**config.mk**
```make
export PLATFORM = sky130hd
export DESIGN_NAME = array_reader
export DESIGN_NICKNAME = d
export VERILOG_FILES = /design/src/rtl/array_reader.sv
export SDC_FILE = /design/constraint.sdc
export NUM_CORES = 1
export LEC_CHECK = 0
export ABC_AREA = 1
export BUFFER_PORTS_ARGS = -buffer_cell sky130_fd_sc_hd__buf_2
export CAP_MARGIN = 20
export CORE_ASPECT_RATIO = 0.5
export CORE_UTILIZATION = 45
export DETAILED_ROUTE_END_ITERATION = 10
export GPL_TIMING_DRIVEN = 0
export PLACE_DENSITY = 0.66
export SKIP_CTS_REPAIR_TIMING = 1
export SLEW_MARGIN = 20
export SYNTH_ARGS = -nofsm -noshare
export SYNTH_HDL_FRONTEND = slang
export SYNTH_SLANG_ARGS = --single-unit
```
**constraint.sdc**
```tcl
create_clock -name clock -period 2 [get_ports clock]
set_input_delay 0.4 -clock clock [delete_from_list [all_inputs] [get_ports clock]]
set_output_delay 0.4 -clock clock [all_outputs]
set_load 0.02 [all_outputs]
```
**src/rtl/array_reader.sv**
```systemverilog
// array_reader: streams a burst of array words over valid/ready through a 2-entry prefetch buffer
module array_reader #(
  parameter int DATA_W = 32,
  parameter int DEPTH  = 128,
  parameter int ADDR_W = 7
) (
  input  logic              clock,
  input  logic              resetn,
  input  logic              start,
  input  logic [ADDR_W-1:0] start_addr,
  input  logic [ADDR_W:0]   len,
  input  logic              abort,
  output logic              rd_en,
  output logic [ADDR_W-1:0] rd_addr,
  input  logic [DATA_W-1:0] rd_data,
  output logic              out_valid,
  input  logic              out_ready,
  output logic [DATA_W-1:0] out_data,
  output logic              out_last,
  output logic              busy,
  output logic              done
);
  typedef enum logic [1:0] {IDLE, RUN, DRAIN} state_t;
  state_t state, state_n;
  logic [ADDR_W-1:0] addr;
  logic [ADDR_W:0] rem, len_c;
  logic in_flight, fl_last, wp, rp, pop, kill;
  logic [1:0] cnt;
  logic [DATA_W-1:0] buf_d [2];
  logic [1:0] buf_l;
  assign len_c = len > (ADDR_W+1)'(DEPTH) ? (ADDR_W+1)'(DEPTH) : len;
  assign busy = state != IDLE;
  assign kill = busy && abort;
  assign out_valid = cnt != 2'd0;
  assign out_data = buf_d[rp];
  assign out_last = out_valid && buf_l[rp];
  assign pop = out_valid && out_ready;
  assign rd_addr = addr;
  // a read may issue only if the word it returns is guaranteed a buffer slot
  assign rd_en = state == RUN && !abort && rem != '0 &&
                 ({1'b0, cnt} + {2'b0, in_flight} < 3'd2 + {2'b0, pop});
  // state register
  always_ff @(posedge clock or negedge resetn) begin
    if (!resetn) state <= IDLE;
    else state <= state_n;
  end
  // next state: abort outranks progress, start only counts when idle
  always_comb begin
    state_n = state;
    state_n = state == IDLE ? ((start && len != '0) ? RUN : IDLE) :
              abort ? IDLE :
              (state == RUN && rd_en && rem == (ADDR_W+1)'(1)) ? DRAIN :
              (state == DRAIN && pop && out_last) ? IDLE : state;
  end
  // read issue bookkeeping, prefetch buffer and completion pulse
  always_ff @(posedge clock or negedge resetn) begin
    if (!resetn) begin
      addr <= '0;
      rem <= '0;
      in_flight <= 1'b0;
      fl_last <= 1'b0;
      wp <= 1'b0;
      rp <= 1'b0;
      cnt <= 2'd0;
      buf_d[0] <= '0;
      buf_d[1] <= '0;
      buf_l <= 2'b00;
      done <= 1'b0;
    end else begin
      if (state == IDLE && start) begin
        addr <= start_addr;
        rem <= len_c;
      end else if (rd_en) begin
        addr <= addr + 1'b1;
        rem <= rem - 1'b1;
      end
      in_flight <= rd_en;
      fl_last <= rem == (ADDR_W+1)'(1);
      if (kill) begin
        wp <= 1'b0;
        rp <= 1'b0;
        cnt <= 2'd0;
      end else begin
        if (in_flight) begin
          buf_d[wp] <= rd_data;
          buf_l[wp] <= fl_last;
          wp <= ~wp;
        end
        if (pop) rp <= ~rp;
        cnt <= cnt + {1'b0, in_flight} - {1'b0, pop};
      end
      done <= (state == IDLE && start && len == '0) || (busy && !abort && pop && out_last);
    end
  end
endmodule

```
* After elaboration in Yosys (flattened, before gate mapping)
Index checks and enable logic that the tools add are counted.
** Cells by class
- Reductions and logical operators :: 31
- Bitwise logic cells :: 5
- Mux-type cells :: 26
- Equality and inequality tests :: 3
- $lt $le $gt $ge :: 8
- Add/sub/neg operators :: 6
** Operator list (number)
- 2-to-1 mux 32 bit :: 4
- bitwise mux 64 bit :: 1
- demux 32 bit (select 1 bit) :: 1
- 2-to-1 mux 8 bit :: 3
- logical AND 1 bit :: 18
- nonzero test 8 bit :: 2
- 2-to-1 mux 7 bit :: 2
- 2-to-1 mux 2 bit :: 5
- nonzero test 2 bit :: 5
- == test 8 x 1 -> 1 bit (second input constant) :: 1
- > comparator 8 bit (second input constant) :: 1
- logical NOT 8 bit :: 1
- 2-to-1 mux 1 bit :: 8
- subtractor 8 x 1 -> 8 bit (second input constant) :: 1
- adder 7 x 1 -> 7 bit (second input constant) :: 1
- >= comparator 2 bit (second input constant) :: 2
- less-than comparator 1 x 2 -> 1 bit (second input constant) :: 2
- NOT 1 -> 2 bit :: 2
- nonzero test 4 bit :: 1
- adder 2 x 1 -> 3 bit :: 1
- adder 2 x 1 -> 3 bit (first input constant) :: 1
- less-than comparator 3 bit :: 1
- NOT 1 bit :: 3
- adder 2 x 1 -> 2 bit :: 1
- other kinds (11) :: 11
** Storage, ports and cells
- Register bits after elaboration :: 90
- Output and inout port bits :: 44

* Logic depth before layout (Yosys ltp)
Gate-level depths: netlist of run 1.
- Depth in word-level cells :: 10
- Depth in mapped cells :: 10
- Depth with buffers taken out :: 9

* Worst setup path after synthesis of run 1
Ideal clock, no wire load.
- Path kind :: reg-to-output
- From :: register in_flight
- To :: output port rd_en
- Path slack :: 0.104 ns
- Cell stages (with the launch flop) :: 8
- Required time :: 1.600 ns
- Arrival time :: 1.496 ns
- Cells stage by stage :: dfrtp_1 -> ha_1 -> ha_1 -> nor2_1 -> nand3_2 -> inv_1 -> o21ai_0 -> nor2_1
** Between the ends
- Word-level cells in the longest chain between the ends :: 3
** Ends and longest elaborated chain
- start, declared :: RTL line 27 : logic in_flight, fl_last, wp, rp, pop, kill;
- start signal, assigned :: RTL line 77 : in_flight <= rd_en;
- adder 2 x 1 -> 3 bit :: RTL line 41 : ({1'b0, cnt} + {2'b0, in_flight} < 3'd2 + {2'b0, pop});
- less-than comparator 3 bit :: RTL line 41
- logical AND 1 bit :: RTL line 40 : assign rd_en = state == RUN && !abort && rem != '0 &&
- end, declared :: RTL line 13 : output logic rd_en,
Every way passes these cells.

* Worst setup path after layout of run 1
Same ends and word-level chain as after synthesis.

==> summary by stage, run 1 <==
Run status
The checks that failed: setup timing. The run finished, with violations left.

Logic synthesis
Synthesis handed over a netlist of 604 instances. The synthesized netlist net count is 664. The share of async-settable or async-resettable flops after synthesis is 1.00. In this run the cell area of the synthesized design comes to 0.00488 mm2. Among all flip-flop cells after synthesis, the most frequent one is sky130_fd_sc_hd__dfrtp_1.

Dividing the synthesized area by the synthesized cell count gives 8.09 um2. The number of distinct library cells after synthesis is 34. Summed over all instances, the cell type with the most area after synthesis is sky130_fd_sc_hd__dfrtp_1.

During synthesis, Yosys emitted a total of 0 warnings. In this run, synthesis produced a sequential element count of 90. The share of synthesized area occupied by flip-flops and latches is 0.461. Of the post-synthesis cell area, the dominant cell type holds 0.461. Sorting the synthesized cells by area gives the leading types as sky130_fd_sc_hd__dfrtp_1, sky130_fd_sc_hd__nand2_1, sky130_fd_sc_hd__o21ai_2. The number of flops mapped to enable cells by yosys is 0.

Setup path
The most numerous cell type found on the critical path is sky130_fd_sc_hd__ha_4. On the critical path, the stage with the largest delay is an instance of sky130_fd_sc_hd__dfrtp_2. STA classifies the critical path endpoint as an output port. The category of the critical setup timing path is register to output port. Data on the critical path is required at its endpoint by 1600 ps. The signal on the critical path passes through ha_4 -> ha_4 -> nor2_4 -> nand3_2 -> inv_2 -> o21ai_2 -> nor2_2 -> buf_6.

STA classifies the critical path startpoint as a register. The critical path arrival is 1710 ps. The top fanout value on the critical path is 3.

On the worst path, the slowest cell contributes a delay of 440 ps.

Final layout
The antenna diode instance count is 0. The final cell count without fillers is 867. The proportion of layout cells with a drive suffix above 1 is 0.329. In the layout the commonest cells are sky130_fd_sc_hd__nand2_1, sky130_fd_sc_hd__buf_2, sky130_fd_sc_hd__dfrtp_1. After filler insertion, the fill cell instance count of the layout stands at 981.

Leaving out fill and tap cells, the most frequent cell in the layout is sky130_fd_sc_hd__nand2_1. The net count of the finished layout is 782. The area added between synthesis and finish is 23.5%.

Hold path
The tightest min-delay check is of the input port to register type.

CTS
The cell sitting at the root of the clock tree is a sky130_fd_sc_hd__clkbuf_16. The count of H-tree levels built during CTS is 3. The clock drives 90 sinks. The TritonCTS clock tree is yes. The clock reaches the later pin of the worst-skew pair after 340 ps. The maximum clock path buffer count is 2. The clock slew at the register clock pins of the worst setup and hold paths is 60 ps. The number of clock buffers added by TritonCTS is 9.

Detailed routing
Summing over every cut layer, the via total after detailed routing is 4095. The first-pass iteration count of the detailed router is 4. In this run the remaining antenna-violating nets after routing total 0. The first routing iteration left 184 violations. The number of remaining DRC errors is 0. The final layout contains routed wiring with a total length of 10800 um. In the final routed layout, each cell accounts on average for 12.5 um.

After detailed routing, the number of vias per cell comes to 4.72.

Floorplan
Row generation in the floorplan step produced 26 rows. The die is 75.7 um tall. 96 I/O pins were placed.

For this configuration, the core starts out at a cell density of 0.471. The die covers 0.0113 mm2. The chip width is 149 um. After floorplanning, the core was sized to cover 0.0104 mm2.

Timing
The clock arrives with 6.79 ps of skew. In this run the tightest slew margin relative to its limit is 0.703. Timing would allow up to 475 MHz. Setup repair after global routing could not meet its margin everywhere. At the pin with the least slew margin, the transition time is 445 ps. The clock period minus final worst setup slack is 2110 ps. Dividing the final minimum period by the clock period gives 1.05. The number of pins exceeding their max-slew limit in the final report is 0. The number of endpoints with negative hold slack in the final report was 0. The count of final setup violators is 1. The setup slack after layout is -105 ps. The worst hold margin is 313 ps.

GRT
In the global route stage, overall resource usage came out at 0.207. The via count of the first global-routing pass was 3863. The met3 capacity usage during global routing is 0.0473. The pin count of the biggest net entering global routing is 72. The global routing met2 resource utilization is 0.362. The global-route wire length before repair is 18000 um. The met1 usage is 0.267. The total global routing overflow is 0.

The layer with the highest usage is met2. The initial antenna violation count is 0.

Power
After layout, the design draws a total of 9.03 mW. Across the VDD grid, the largest voltage drop is 0.612 mV. For this design the static power due to leakage is 3.33 nW. Power spread over the standard cell area amounts to 1500 mW/mm2.

Placed design
The weighted congestion reported at the end of routability-driven placement is 0.852. In this run the tool buffered the top-level ports with 95 buffer cells. The detailed placement HPWL is 7540 um. Including well taps, the total number of placed cells is 840.

Job
Across the run, the number of max-cap violations was 0.
-- critical path, delay by kind of cell, from the launching register on --
kind / cells / cell delay [ps]
AOI/OAI and AO/OA: 1 / 50
adders and majority gates: 2 / 320
buffers and inverters: 2 / 200
DFF: 1 / 440
and+or+nand+nor: 3 / 350
-- report_power, final --
group | total (mW) | internal [mW] | switching, mW
clock | 1.59 | 0.858 | 0.729
sequential | 3.13 | 2.58 | 0.551
combinational | 4.32 | 1.71 | 2.60
-- per-layer routing --
metal	part of all wire	vias to the layer above
li1	-	2109
met1	0.46	1896
met2	0.49	80
met3	0.041	10
met4	0.0079	0
met5	0	-
-- final timing paths --
kind / from / to / slack [ps] / cells past startpoint
worst min register to register: buf_d[18]$_DFFE_PN0P_ / buf_d[18]$_DFFE_PN0P_ / 480 / 2
worst max-delay path: in_flight$_DFF_PN0_ / rd_en / -110 / 8
min in group asynchronous: resetn / rem[1]$_DFFE_PN0P_ / 470 / 2
max in group asynchronous: resetn / in_flight$_DFF_PN0_ / 930 / 3
worst max register to register: in_flight$_DFF_PN0_ / rd_addr[3]$_DFFE_PN0P_ / 220 / 10
worst min-delay path: len[7] / rem[7]$_DFFE_PN0P_ / 310 / 3
-- cells in the mapped netlist (2+ instances only) --
cell type and instances:
sky130_fd_sc_hd__nand2_1 226, sky130_fd_sc_hd__dfrtp_1 90, sky130_fd_sc_hd__inv_1 65, sky130_fd_sc_hd__o21ai_2 46, sky130_fd_sc_hd__nand3_1 34, sky130_fd_sc_hd__nor2_1 30, sky130_fd_sc_hd__nand2_2 20, sky130_fd_sc_hd__o21ai_1 17
sky130_fd_sc_hd__o21ai_0 14, sky130_fd_sc_hd__ha_1 8, sky130_fd_sc_hd__clkbuf_1 7, sky130_fd_sc_hd__buf_2 6, sky130_fd_sc_hd__buf_6 6, sky130_fd_sc_hd__buf_12 4, sky130_fd_sc_hd__nor2_4 4, sky130_fd_sc_hd__nand2_4 3
sky130_fd_sc_hd__buf_4 2, sky130_fd_sc_hd__clkbuf_4 2, sky130_fd_sc_hd__nand4_1 2, sky130_fd_sc_hd__nor2_2 2, sky130_fd_sc_hd__o21bai_1 2, sky130_fd_sc_hd__xor2_1 2
-- per-stage QoR --
step,utilization,setup TNS [ps],area [um2],worst slack (ps)
final,0.581,-105,6030,-105
after global routing,0.581,-222,6030,-198
after CTS,0.564,-6500,5850,-477
after detailed placement,0.537,-97.0,5570,-97.0
after global placement,0.533,-31340,5530,-360
after floorplan,-,0,4880,104
-- sequential cells by signal, indices dropped and copies added, names as in the netlist --
| register | flops |
|---|---|
| buf_d | 64 |
| rem | 8 |
| rd_addr | 7 |
| buf_l | 2 |
| cnt | 2 |
| state | 2 |
| done | 1 |
| fl_last | 1 |
| in_flight | 1 |
| rp | 1 |
| wp | 1 |
-- layout make-up --
cell class | count | area (um2) | area share
Sequential cell | 90 | 2250 | 0.374
Tap cell | 140 | 175 | 0.0291
Multi-Input combinational cell | 419 | 2190 | 0.363
Clock buffer | 10 | 229 | 0.0380
Inverter | 68 | 262 | 0.0434
Buffer | 27 | 263 | 0.0436
Clock inverter | 6 | 52.6 | 0.00872
Timing Repair Buffer | 107 | 609 | 0.101
-- logic make-up after synthesis --
kind of cell / after synthesis / share of synthesized area
compound gates: 81 / 0.120
xor+xnor: 3 / 0.00538
fa+ha+maj: 8 / 0.0205
buf+inv: 95 / 0.101
flops: 90 / 0.461
simple gates: 327 / 0.292
Power figures use the tool's default switching activity.
==> inputs of run 2 (changes only) <==
Settings changed: ABC_AREA 1 to not set, GPL_TIMING_DRIVEN 0 to 1, PLACE_DENSITY 0.66 to 0.67.
==> run 2 against run 1 <==
  * The flow finishes with violations (DRC, setup timing)
  * Hold slack worse by 260 ps
  * Non-clock buffer count is 20 lower
  * Clock skew about the same
  * Setup slack got worse by 55 ps
  * Critical path depth fell by 2
  * Sequential share of layout area up 5.0 points
  * Sequential power hardly changed
  * Flip-flop and latch count unchanged
  * Core utilization grew 1.7 points
  * Clock power up 16%
  * Largest power group unchanged
==> summary by stage, run 2 <==
Detailed routing
The routed length on met3 was 321 um (was 439 um). The routed wire length on met2 is 4550 um (was 5310 um). The highest layer used for signal routing is met4 (unchanged). The final routed wire length divided by cell count is 15.7 um (was 12.5 um). The mean number of vias per cell is 5.28 (was 4.72). The number of vias in the routed layout is 2941 (was 4095). The number of antenna-violating nets in the routed design was 0 (unchanged). The total wirelength of the detailed-routed design is 8720 um (was 10800 um). The met1 wire length was 3760 um (was 5000 um). The first-pass iteration count of the detailed router is 7 (was 4). The violation count after the first detailed-routing iteration is 121 (was 184). The number of remaining DRC errors is 8 (was 0).

Timing
RSZ-0062 raised after global routing: yes (unchanged). The setup slack after layout came to -161 ps (was -105 ps). The post-route setup TNS is -795 ps (was -105 ps).

The peak clock frequency supported by timing was 463 MHz (was 475 MHz). The headroom to the max-slew limit is 0.539 (was 0.703). The largest clock skew in the final design came to 7.26 ps (was 6.79 ps).

The clock period minus final worst setup slack was 2160 ps (was 2110 ps). The post-route fraction of the period consumed by the critical path was 1.08 (was 1.05). The number of endpoints with negative hold slack in the final report is 0 (unchanged). The slew at the pin closest to its max-slew limit is 690 ps (was 445 ps).

The count of final setup violators is 10 (was 1). The number of pins exceeding their max-slew limit in the final report came to 0 (unchanged).

Power
The cell area power density was 1620 mW/mm2 (was 1500 mW/mm2). The total power of the final layout is 8.61 mW (was 9.03 mW). The leakage power figure came to 2.48 nW (was 3.33 nW). The largest voltage drop on the vdd net is 0.702 mV (was 0.612 mV).

GRT
The total global routing overflow was 0 (unchanged). The initial antenna violation count is 0 (unchanged). The global-route wire length before repair was 14900 um (was 18000 um). The pin count of the biggest net entering global routing is 50 (was 72).

The via count of the first global-routing pass is 3166 (was 3863). The global routing usage summed across all routing layers is 0.195 (was 0.207).

Logic synthesis
The number of flops mapped to enable cells by yosys is 0 (unchanged). The number of instances in the synthesized netlist is 325 (was 604). The number of storage elements in the synthesis netlist came to 90 (unchanged).

The synthesized netlist net count came to 385 (was 664). The yosys synthesis warning count came to 0 (unchanged). The share of synthesized area occupied by flip-flops and latches was 0.535 (was 0.461). The most frequent cell after synthesis is sky130_fd_sc_hd__mux2_2 (was sky130_fd_sc_hd__nand2_1). The portion of synthesized cell area occupied by the leading cell type was 0.535 (was 0.461). The dominant synthesized flop cell is sky130_fd_sc_hd__dfrtp_1 (unchanged).

The post-synthesis instance area is 0.00421 mm2 (was 0.00488 mm2). The share of async-settable or async-resettable flops after synthesis is 1.00 (unchanged). The cell type with the largest total area after synthesis was sky130_fd_sc_hd__dfrtp_1 (unchanged).

The number of distinct library cells after synthesis came to 42 (was 34). The post-synthesis area per instance is 13.0 um2 (was 8.09 um2). Synth top area cells: sky130_fd_sc_hd__dfrtp_1, sky130_fd_sc_hd__mux2_2, sky130_fd_sc_hd__ha_1 (was sky130_fd_sc_hd__dfrtp_1, sky130_fd_sc_hd__nand2_1, sky130_fd_sc_hd__o21ai_2).

Most frequent cells after synthesis: sky130_fd_sc_hd__mux2_2, sky130_fd_sc_hd__dfrtp_1, sky130_fd_sc_hd__nor2_1, sky130_fd_sc_hd__nand2_1 (was sky130_fd_sc_hd__nand2_1, sky130_fd_sc_hd__dfrtp_1, sky130_fd_sc_hd__inv_1, sky130_fd_sc_hd__o21ai_2, sky130_fd_sc_hd__nand3_1).

Final layout
The area taken by flip-flops and latches is 0.00225 mm2 (unchanged). The antenna diode instance count is 0 (unchanged). The most common cell after layout, fill and taps aside is sky130_fd_sc_hd__mux2_2 (was sky130_fd_sc_hd__nand2_1). The proportion of layout cells with a drive suffix above 1 came to 0.548 (was 0.329).

The area added between synthesis and finish is 26.1% (was 23.5%). The net count of the finished layout came to 495 (was 782). The total of fill cells in the finished design is 711 (was 981). The number of flip-flops in the largest register is 64 (unchanged). Top library cells by usage in the layout, fill and taps aside: sky130_fd_sc_hd__mux2_2, sky130_fd_sc_hd__buf_2, sky130_fd_sc_hd__dfrtp_1 (was sky130_fd_sc_hd__nand2_1, sky130_fd_sc_hd__buf_2, sky130_fd_sc_hd__dfrtp_1).

The register with the most flip-flops is buf_d (unchanged). The combined area of the multi-input logic cells is 0.00187 mm2 (was 0.00219 mm2).

Run status
Violated checks: DRC, setup timing (was setup timing). Run status: finished with violations (unchanged).

Floorplan
The area of the core is 0.00889 mm2 (was 0.0104 mm2). The overall die height is 70.4 um (was 75.7 um). The number of standard-cell rows in the floorplan is 24 (was 26). The chip width came to 139 um (was 149 um).

The area of the die is 0.00978 mm2 (was 0.0113 mm2). The initial cell density of the core is 0.474 (was 0.471). The top-level port count was 96 (unchanged).

CTS
The total CTS buffers came to 9 (unchanged). The TritonCTS clock tree is yes (unchanged). The number of clock sinks seen by CTS is 90 (unchanged). The count of H-tree levels built during CTS is 3 (unchanged). The maximum clock path buffer count is 2 (unchanged).

The clock slew at the register clock pins of the worst setup and hold paths came to 70 ps (was 60 ps). The clock latency on the worst-skew pair is 340 ps (about the same). The cell chosen for the clock root is sky130_fd_sc_hd__clkbuf_16 (unchanged).

Setup path
The required time at the worst-slack endpoint is 1600 ps (about the same). The launching element type of the critical path is a register (unchanged). The top fanout value on the critical path is 5 (was 3). The category of the critical setup timing path is register to output port (unchanged). The critical path arrival is 1760 ps (was 1710 ps). The element type at the critical path end is an output port (unchanged).

Placed design
The weighted congestion reported at the end of routability-driven placement is 0.836 (was 0.852). The count of input and output buffers is 95 (unchanged). The post-place setup slack was -63.4 ps (was -97.0 ps). The detailed placement HPWL is 6140 um (was 7540 um).

Hold path
The class of the most critical hold timing path was input port to async pin (was input port to register).

Job
The max-capacitance violation count is 0 (unchanged).
==> run 2: worst paths after layout <==
| kind | startpoint | to | slack (ps) | depth (start not counted) |
|---|---|---|---|---|
| max | cnt[0]$_DFF_PN0_ | rd_en | -160 | 6 |
| min | resetn | buf_d[3]$_DFFE_PN0P_ | 50 | 1 |
| max reg2reg | cnt[0]$_DFF_PN0_ | rd_addr[5]$_DFFE_PN0P_ | -100 | 8 |
| min reg2reg | buf_d[8]$_DFFE_PN0P_ | buf_d[8]$_DFFE_PN0P_ | 500 | 1 |
| max in group asynchronous | resetn | buf_d[48]$_DFFE_PN0P_ | 1310 | 2 |
| min in group clock | start_addr[1] | rd_addr[1]$_DFFE_PN0P_ | 270 | 3 |
==> run 2: cell type report <==
class	count	share of cell area
repair buffers	114	0.126
clock inverters	4	0.0139
flip-flops and latches	90	0.424
inverters	10	0.00754
clock buffers	12	0.0483
multi-input cells	210	0.353
well taps	117	0.0276
==> run 2: stage by stage <==
step,hold slack [ps],util,instance area (um2),std cells
floorplan,104,-,4210,325
global placement,416,0.553,4910,537
detailed placement,430,0.553,4910,537
CTS,70.6,0.590,5250,553
global route,84.5,0.598,5310,557
finish,51.8,0.598,5310,557
==> run 2: cells by family (layout without fill, tap and decap cells) <==
| kind of cell | count (synthesis) | count (layout) | share of synthesized area |
|---|---|---|---|
| AO/OA/AOI/OAI | 32 | 32 | 0.0493 |
| buffers and inverters | 25 | 140 | 0.0261 |
| adder cells (fa/ha/maj) | 8 | 8 | 0.0238 |
| flip-flops | 90 | 90 | 0.535 |
| AND/OR/NAND/NOR | 64 | 64 | 0.0870 |
| XOR/XNOR | 6 | 6 | 0.0125 |
| multiplexers | 100 | 100 | 0.267 |
==> run 2: report_power, final <==
| group | switching (mW) | internal, mW |
|---|---|---|
| clock network | 0.675 | 1.16 |
| registers | 0.509 | 2.63 |
| logic | 1.83 | 1.80 |
==> run 2: critical path, stage by stage (launching register included) <==
cell	delay, ps
sky130_fd_sc_hd__dfrtp_1	400
sky130_fd_sc_hd__ha_2	210
sky130_fd_sc_hd__ha_4	160
sky130_fd_sc_hd__nor4b_4	290
sky130_fd_sc_hd__nand3_2	140
sky130_fd_sc_hd__inv_4	110
sky130_fd_sc_hd__buf_6	120
==> run 2: layer usage <==
layer | up-vias | track usage
met5 | - | 0
met4 | 0 | 0.0580
met3 | 8 | 0.0521
met2 | 52 | 0.356
met1 | 1484 | 0.225
li1 | 1397 | -
